**config.mk**
```make
export PLATFORM = sky130hd
export DESIGN_NAME = seg7_pattern_decoder_flat
export DESIGN_NICKNAME = d
export VERILOG_FILES = /design/src/rtl/seg7_pattern_decoder_if.sv /design/src/rtl/seg7_pattern_decoder.sv /design/src/flat_wrapper.sv
export SDC_FILE = /design/constraint.sdc
export NUM_CORES = 1
export LEC_CHECK = 0
export ABC_CLOCK_PERIOD_IN_PS = 2840
export CORE_ASPECT_RATIO = 0.8
export CORE_MARGIN = 10
export CORE_UTILIZATION = 50
export CTS_CLUSTER_SIZE = 25
export DETAILED_ROUTE_END_ITERATION = 8
export PLACE_DENSITY = 0.72
export RECOVER_POWER = 50
export SLEW_MARGIN = 20
export SYNTH_ARGS = -nofsm -noshare
export SYNTH_HDL_FRONTEND = slang
export SYNTH_SLANG_ARGS = --single-unit
```
**constraint.sdc**
```tcl
create_clock -name clk -period 2.84 [get_ports clk]
set_input_delay 0.568 -clock clk [delete_from_list [all_inputs] [get_ports clk]]
set_output_delay 0.568 -clock clk [all_outputs]
set_load 0.1 [all_outputs]
```
**src/rtl/seg7_pattern_decoder_if.sv**
```systemverilog
// Segment-line monitor bus: the display side drives a..g, the decoder reports what it saw.
interface seg7_pattern_decoder_if #(
    parameter int unsigned CNT_W = 8
);
    logic             a;
    logic             b;
    logic             c;
    logic             d;
    logic             e;
    logic             f;
    logic             g;
    logic [3:0]       digit;
    logic             digit_valid;
    logic             pattern_err;
    logic             blank;
    logic             locked;
    logic [CNT_W-1:0] change_cnt;

    modport master (
        output a, b, c, d, e, f, g,
        input  digit, digit_valid, pattern_err, blank, locked, change_cnt
    );

    modport slave (
        input  a, b, c, d, e, f, g,
        output digit, digit_valid, pattern_err, blank, locked, change_cnt
    );
endinterface

```
**src/rtl/seg7_pattern_decoder.sv**
```systemverilog
// Reads back active-low 7-segment lines, qualifies them for stability and
// recovers the displayed hex digit, flagging blanks and illegal patterns.
module seg7_pattern_decoder #(
    parameter int unsigned STABLE_CYCLES = 4,
    parameter int unsigned CNT_W         = 8
) (
    input  logic                   clk,
    input  logic                   rst,
    seg7_pattern_decoder_if.slave  bus
);

    localparam int unsigned SW = (STABLE_CYCLES > 1) ? $clog2(STABLE_CYCLES) : 1;
    localparam logic [6:0] PatBlank = 7'b1111111;

    typedef enum logic [0:0] {StSettle, StLocked} state_e;

    state_e           state_q;
    logic [SW-1:0]    stab_cnt_q;
    logic [6:0]       seg_meta_q;
    logic [6:0]       seg_s_q;
    logic [6:0]       seg_prev_q;
    logic [2:0]       fill_q;
    logic [6:0]       last_pat_q;
    logic             last_vld_q;
    logic [3:0]       digit_q;
    logic             digit_valid_q;
    logic             pattern_err_q;
    logic             blank_q;
    logic             locked_q;
    logic [CNT_W-1:0] change_cnt_q;

    logic [6:0]       seg_in;
    logic [3:0]       dec_digit;
    logic             dec_legal;
    logic             seg_changed;
    logic             pat_new;

    assign seg_in = {bus.a, bus.b, bus.c, bus.d, bus.e, bus.f, bus.g};

    // seg_prev only counts once it holds a post-reset sample, so a pattern present
    // across reset pays the same qualification latency as any other change.
    assign seg_changed = (seg_s_q != seg_prev_q) || !fill_q[2];
    assign pat_new     = !last_vld_q || (seg_s_q != last_pat_q);

    // Active-low segment table decode of the synchronized pattern.
    always_comb begin
        dec_digit = 4'h0;
        dec_legal = 1'b1;
        case (seg_s_q)
            7'b0000001: dec_digit = 4'h0;
            7'b1001111: dec_digit = 4'h1;
            7'b0010010: dec_digit = 4'h2;
            7'b0000110: dec_digit = 4'h3;
            7'b1001100: dec_digit = 4'h4;
            7'b0100100: dec_digit = 4'h5;
            7'b0100000: dec_digit = 4'h6;
            7'b0001111: dec_digit = 4'h7;
            7'b0000000: dec_digit = 4'h8;
            7'b0000100: dec_digit = 4'h9;
            7'b0001000: dec_digit = 4'hA;
            7'b1100000: dec_digit = 4'hB;
            7'b0110001: dec_digit = 4'hC;
            7'b1000010: dec_digit = 4'hD;
            7'b0110000: dec_digit = 4'hE;
            7'b0111000: dec_digit = 4'hF;
            default:    dec_legal = 1'b0;
        endcase
    end

    // Synchronizer, stability FSM and registered result outputs.
    always_ff @(posedge clk) begin
        if (rst) begin
            seg_meta_q    <= PatBlank;
            seg_s_q       <= PatBlank;
            seg_prev_q    <= PatBlank;
            fill_q        <= '0;
            state_q       <= StSettle;
            stab_cnt_q    <= '0;
            last_pat_q    <= PatBlank;
            last_vld_q    <= 1'b0;
            digit_q       <= '0;
            digit_valid_q <= 1'b0;
            pattern_err_q <= 1'b0;
            blank_q       <= 1'b0;
            locked_q      <= 1'b0;
            change_cnt_q  <= '0;
        end else begin
            seg_meta_q    <= seg_in;
            seg_s_q       <= seg_meta_q;
            seg_prev_q    <= seg_s_q;
            fill_q        <= {fill_q[1:0], 1'b1};
            digit_valid_q <= 1'b0;
            pattern_err_q <= 1'b0;

            if (seg_changed) begin
                stab_cnt_q <= '0;
                state_q    <= StSettle;
                locked_q   <= 1'b0;
            end else if (state_q == StSettle) begin
                if (stab_cnt_q == SW'(STABLE_CYCLES - 1)) begin
                    state_q    <= StLocked;
                    locked_q   <= 1'b1;
                    last_pat_q <= seg_s_q;
                    last_vld_q <= 1'b1;
                    if (pat_new) begin
                        if (dec_legal) begin
                            digit_q       <= dec_digit;
                            digit_valid_q <= 1'b1;
                            change_cnt_q  <= change_cnt_q + CNT_W'(1);
                            blank_q       <= 1'b0;
                        end else if (seg_s_q == PatBlank) begin
                            blank_q <= 1'b1;
                        end else begin
                            pattern_err_q <= 1'b1;
                        end
                    end
                end else begin
                    stab_cnt_q <= stab_cnt_q + SW'(1);
                end
            end
        end
    end

    assign bus.digit       = digit_q;
    assign bus.digit_valid = digit_valid_q;
    assign bus.pattern_err = pattern_err_q;
    assign bus.blank       = blank_q;
    assign bus.locked      = locked_q;
    assign bus.change_cnt  = change_cnt_q;

endmodule

```
**src/flat_wrapper.sv**
```systemverilog
// flat-port wrapper written by rule: the top's interface ports become plain ports
module seg7_pattern_decoder_flat 
#(
    parameter int unsigned STABLE_CYCLES = 4,
    parameter int unsigned CNT_W         = 8
)
  (clk, rst, bus_a, bus_b, bus_c, bus_d, bus_e, bus_f, bus_g, bus_digit, bus_digit_valid, bus_pattern_err, bus_blank, bus_locked, bus_change_cnt);
  seg7_pattern_decoder_if #(.CNT_W(CNT_W)) bus_i ();
  input  logic clk;
  input  logic rst;
  input wire logic [$bits(bus_i.a)-1:0] bus_a;
  input wire logic [$bits(bus_i.b)-1:0] bus_b;
  input wire logic [$bits(bus_i.c)-1:0] bus_c;
  input wire logic [$bits(bus_i.d)-1:0] bus_d;
  input wire logic [$bits(bus_i.e)-1:0] bus_e;
  input wire logic [$bits(bus_i.f)-1:0] bus_f;
  input wire logic [$bits(bus_i.g)-1:0] bus_g;
  output wire logic [$bits(bus_i.digit)-1:0] bus_digit;
  output wire logic [$bits(bus_i.digit_valid)-1:0] bus_digit_valid;
  output wire logic [$bits(bus_i.pattern_err)-1:0] bus_pattern_err;
  output wire logic [$bits(bus_i.blank)-1:0] bus_blank;
  output wire logic [$bits(bus_i.locked)-1:0] bus_locked;
  output wire logic [$bits(bus_i.change_cnt)-1:0] bus_change_cnt;
  assign bus_i.a = bus_a;
  assign bus_i.b = bus_b;
  assign bus_i.c = bus_c;
  assign bus_i.d = bus_d;
  assign bus_i.e = bus_e;
  assign bus_i.f = bus_f;
  assign bus_i.g = bus_g;
  assign bus_digit = bus_i.digit;
  assign bus_digit_valid = bus_i.digit_valid;
  assign bus_pattern_err = bus_i.pattern_err;
  assign bus_blank = bus_i.blank;
  assign bus_locked = bus_i.locked;
  assign bus_change_cnt = bus_i.change_cnt;
  seg7_pattern_decoder #(.STABLE_CYCLES(STABLE_CYCLES), .CNT_W(CNT_W)) u_core (.clk(clk), .rst(rst), .bus(bus_i));
endmodule
```
# After elaboration in Yosys (flattened, before gate mapping)

Index checks and enable logic that the tools add are counted.

Bits in registers: 51
Bits in latches: 0
Bits in writable memories: 0
Memory bits (read-only): 0
Input port bits: 9
Word-level logic and storage cells: 64
Memories: 0

$add $sub $neg: 2
Multipliers: 0
Div/mod/pow operators: 0
$lt $le $gt $ge: 0
Equality and inequality tests: 19
Shift operators: 0
Muxes and demuxes: 9
Bitwise gates (word level): 4
Reductions and logical operators: 15

Operators with widths:

| cell                | count |
|---|---|
| $pmux 4 s15         | 1 |
| $eq 7x6->1 const B  | 5 |
| $eq 7x7->1 const B  | 5 |
| $reduce_or 16->1    | 1 |
| $eq 7x3->1 const B  | 2 |
| $eq 7x4->1 const B  | 2 |
| $ne 7x7->1          | 2 |
| $reduce_and 5->1    | 2 |
| $add 8x1->8 const B | 1 |
| $mux 1              | 8 |
| $eq 7x1->1 const B  | 1 |
| $eq 7x5->1 const B  | 1 |
| $logic_not 7->1     | 1 |
| $reduce_or 6->1     | 1 |
| $reduce_or 5->1     | 1 |
| $not 1->1           | 4 |
| $reduce_and 2->1    | 2 |
| $reduce_and 3->1    | 1 |
| $add 2x1->2 const B | 1 |
| $eq 2x2->1 const B  | 1 |
| $logic_not 1->1     | 2 |
| $logic_or 1x1->1    | 2 |
| $reduce_bool 2->1   | 1 |
| $reduce_or 2->1     | 1 |

# Logic depth before layout (Yosys ltp)

Word-level depth: 5
Mapped depth: 10

# Worst setup path after synthesis

No wires, ideal clock.

Path kind: flip-flop to flip-flop
Start point: register u_core.change_cnt_q[2], in the netlist u_core.bus.change_cnt[2]
End point: register u_core.change_cnt_q[7], in the netlist u_core.bus.change_cnt[7]
Library setup time: 0.070 ns
Data arrival time: 1.948 ns
Path slack: 0.822 ns
Stages on the path, launching flop included: 6
Cells stage by stage: dfxtp_1 > nand3_1 > nor2_1 > nand4_1 > or3_1 > a21oi_1

Cells in the longest elaborated chain, start to end: 1

RTL lines:

| item                   | line                        | RTL |
|---|---|---|
| start, declared        | seg7_pattern_decoder.sv:30  | `logic [CNT_W-1:0] change_cnt_q;` |
| start signal, assigned | seg7_pattern_decoder.sv:109 | `change_cnt_q <= change_cnt_q + CNT_W'(1);` |
| $add 8x1->8            | seg7_pattern_decoder.sv:109 |  |

Every way passes these cells.
A chain may end at the register's enable or synchronous reset.

# Final worst setup path

Start point: register u_core.seg_s_q[1]
End point: register u_core.change_cnt_q[7], in the netlist u_core.bus.change_cnt[7]

Cells in the longest elaborated chain, start to end: 4

RTL lines:

| item                                                           | line                       | RTL |
|---|---|---|
| start, declared                                                | seg7_pattern_decoder.sv:20 | `logic [6:0] seg_s_q;` |
| start signal, assigned                                         | seg7_pattern_decoder.sv:74 | `seg_s_q <= PatBlank;` |
| start signal, assigned                                         | seg7_pattern_decoder.sv:89 | `seg_s_q <= seg_meta_q;` |
| $eq 7x1->1 (tied with other cells)                             | seg7_pattern_decoder.sv:49 | `case (seg_s_q)` |
| $reduce_or 16->1 (no line) or $logic_or 1x1->1 (tied branches) | -                          |  |
| $mux 1 or $not 1->1 (tied branches)                            | -                          |  |
| $reduce_and 5->1 (no line) (*)                                 | -                          |  |

Every way passes the cells marked *; elsewhere a longest branch is shown, timed or not.

==> flow_summary_export.csv <==
group,metric,value,unit
critical_path,startpoint_type,"flip-flop",
sta,relSlewSlack,0.2104,
cts,h-tree-depth,2,
pwr,p_leak,0.9108,nW
cts,clk_pin_slew,0.10,ns
die,die-area,7517,sq um
finish,num_antenna_cells,0,
yosys,synth_flop_cell,"dfxtp_1",
yosys,synth-seq-cells,51,
global_route,grtUsageTotal,0.1183,
critical_path,r2r_end,"u_core.bus.change_cnt[7]",
critical_path,r2r_slack,0.31,ns
place,dp_hpwl,3139,microns
run_status,status,"finished, final reports clean",
yosys,avgSynthCellArea,9.243,sq um
hold_path,worstHoldPathCells,1,
critical_path,critical_path.max_fanout,19,
sta,fmax,395.3,MHz
hold_path,min_path_type,"reg -> reg",
global_route,grt_max_degree,20,
place,portBuffers,24,
place,gp_congestion,0.8564,
cts,postCtsSetupBuffers,0,
global_route,grt_remaining_overflow,0,
finish,finish.instance_area,2490,sq um
sta,tightest_slew,1.189,ns
cts,cts_buffers,5,
sta,tns,0,ns
yosys,yosys_warnings,0,
die,core_area,4230,sq um
sta,final-setup-viol-count,0,
detailed_routing,drcViolationCount,0,
detailed_routing,wirelength,4210,microns
critical_path,max_stage_delay,0.75,ns
die,ios,25,
sta,rsz0062_at_grt,"false",
sta,finalHoldViolations,0,
cts,cts_tree,"done",
finish,final_net_count,272,
detailed_routing,drtPass1Iterations,4,
die,num_rows,21,
cts,ctsResizeCount,0,
global_route,grt_pass1_vias,1591,
critical_path,crit_chain,"and3_1 > a22oi_1 > o2111ai_1 > o211ai_2 > buf_4 > or3_1 > a21oi_1",
cts,postCtsHoldBufs,0,
sta,fin_crit_sh,0.8908,
global_route,grt_pass1_wl,7320,microns
yosys,synthesis.area,2218,sq um
yosys,synth-seq-area-share,0.4602,
critical_path,cp-end-kind,"flip-flop",
pwr,power_density,493.0,nW/um^2
pwr,total_power,1.228,mW
die,die_h,79.58,microns
run,maxCapViolCount,0,
yosys,netlist_instances,240,
hold_path,holdPathEnd,"u_core.seg_s_q[2]",
critical_path,r2r_cells,7,
finish,drive_gt1_frac,0.1718,
cts,cts_root_buffer,"clkbuf_8",
sta,finalCriticalPeriod,2.530,ns
die,die_w,94.47,microns
yosys,syn-num-nets,251,
detailed_routing,via_count,1696,
critical_path,arrival,2.77,ns
finish,area_delta_synth_final,12.24,%
sta,drv_slew,0,
yosys,async_reset_ff_frac,0,
critical_path,path_class,"reg -> reg",
detailed_routing,avgRoutedWirePerCell,13.20,microns
place,dpl_cell_area,2451,sq um
global_route,antenna_found_initial,0,
sta,finalClockSkew,0.009126,ns
critical_path,r2r_start,"u_core.seg_s_q[1]",
cts,clkLatencyLatePin,0.30,ns
cts,clockBufferDepth,2,
detailed_routing,ant_nets,0,
yosys,yosysUniqueCellTypes,45,
detailed_routing,drtIter0Drc,85,
critical_path,cp.required,3.08,ns
cts,cts.sinks,51,
hold_path,hold_start,"u_core.seg_meta_q[2]",
pwr,vdd_drop_max,0.2985,mV
critical_path,cp_slowest_cell,"dfxtp_1",
detailed_routing,viasPerCell,5.317,
die,start_util,0.5244,
yosys,synth-edff-count,0,
[layout by cell type, fill, tap and decap left out, types with 3 or more instances in the layout]
cell type and n:
clkbuf_1 13, nor4_1 4, nand4_1 4, xnor2_1 10, nor2_1 15, mux2i_1 8
nor2b_1 3, inv_1 6, and3b_1 3, clkbuf_8 5, xor2_1 7, dfxtp_1 51
or2_2 20, nor3_1 3, nand2_1 21, or3_1 5, a21oi_1 11, buf_4 12
clkdlybuf4s50_1 7, nand3_1 8, nor3b_1 4, o21ai_0 8
[flip-flops by register name (all words and copies together), names as in the netlist]
register and flops:
u_core.last_pat_q 7, u_core.seg_prev_q 7, u_core.seg_s_q 7, u_core.bus.pattern_err 1
u_core.bus.digit 4, u_core.stab_cnt_q 2, u_core.seg_meta_q 7, u_core.bus.digit_valid 1
u_core.last_vld_q 1, u_core.bus.locked 1, u_core.state_q 1, u_core.bus.blank 1
u_core.bus.change_cnt 8, u_core.fill_q 3
[worst max path at each step]
stage / endpoint / slack (ns) / from
final: u_core.bus.change_cnt[7] / 0.31 / u_core.seg_s_q[1]
after global routing: u_core.bus.change_cnt[4] / 0.10 / u_core.seg_s_q[1]
after CTS: u_core.bus.change_cnt[7] / 0.31 / u_core.seg_s_q[1]
after detailed placement: u_core.bus.change_cnt[7] / 0.35 / u_core.seg_s_q[1]
after global placement: u_core.bus.change_cnt[7] / 0.38 / u_core.seg_s_q[1]
after floorplan: u_core.bus.change_cnt[7] / 0.82 / u_core.bus.change_cnt[2]
[metrics by stage]
stage	setup WS (ns)	util	std cells	hold slack, ns
6_report	0.3101	0.5886	319	0.4151
2_1_floorplan	0.8224	-	240	0.3895
4_1_cts	0.3141	0.6001	319	0.4172
3_3_place_gp	0.3758	0.5794	311	0.3925
5_1_grt	0.1014	0.5886	319	0.4246
3_5_place_dp	0.3485	0.5794	311	0.3936
[synth_stat cells, types with 2 or more instances]
| cell type | count | area share |
|---|---|---|
| buf_2 | 10 | 0.023 |
| a211oi_1 | 2 | 0.0068 |
| clkbuf_1 | 5 | 0.0085 |
| nor2b_1 | 3 | 0.0085 |
| or2_2 | 20 | 0.056 |
| xor2_1 | 7 | 0.028 |
| or4_1 | 2 | 0.0068 |
| ha_1 | 2 | 0.011 |
| nand3_1 | 8 | 0.018 |
| a22oi_1 | 2 | 0.0068 |
| nand2_1 | 21 | 0.036 |
| a21oi_1 | 11 | 0.025 |
| xnor2_1 | 10 | 0.039 |
| o211ai_1 | 2 | 0.0068 |
| o21ai_0 | 8 | 0.018 |
| nor2_1 | 15 | 0.025 |
| a31oi_1 | 2 | 0.0056 |
| dfxtp_1 | 51 | 0.46 |
| buf_4 | 2 | 0.0068 |
| a32oi_1 | 2 | 0.0079 |
| mux2i_1 | 8 | 0.036 |
| inv_1 | 6 | 0.010 |
| and3b_1 | 3 | 0.012 |
| or3_1 | 5 | 0.014 |
| buf_6 | 2 | 0.010 |
| nor3_1 | 3 | 0.0068 |
| nand4_1 | 4 | 0.011 |
| nor3b_1 | 4 | 0.014 |
| nor4_1 | 4 | 0.011 |
[worst max-delay path: cells and delay by family (launching register included)]
kind                   cells  cell delay (ns)
AND/OR/NAND/NOR            2             0.63
AO/OA/AOI/OAI              4             0.84
buffers and inverters      1             0.24
flip-flops                 1             0.75
[power by group]
group	leakage [nW]	internal, mW	switching, mW
clock	0.0483	0.174	0.238
combinational	0.446	0.0367	0.0319
sequential	0.416	0.729	0.0182
[cell families (layout without fill, tap and decap cells)]
kind of cell	after synthesis	in the layout	synth area share
XOR/XNOR	17	17	0.06712
flip-flops	51	51	0.4602
adder cells (fa/ha/maj)	2	2	0.01128
AO/OA/AOI/OAI	37	37	0.1083
AND/OR/NAND/NOR	100	100	0.2589
buffers and inverters	25	47	0.05809
multiplexers	8	8	0.03610
[routing by layer]
metal	vias up	routed length, microns	part of all wire	global-route usage
li1	866	-	-	-
met1	789	2116	0.50	0.1511
met2	35	1878	0.45	0.1836
met3	6	151	0.036	0.03477
met4	0	63	0.015	0.04478
met5	-	0	0	0
[cell type report]
cell class	instances	area, sq um
Sequential cell	51	1021
Multi-Input combinational cell	164	1069
Fill cell	389	1740
Clock buffer	5	68.82
Clock inverter	3	18.77
Inverter	6	22.52
Tap cell	57	71.32
Timing Repair Buffer	33	219.0
Note: power is estimated with default switching activity, not from simulation.
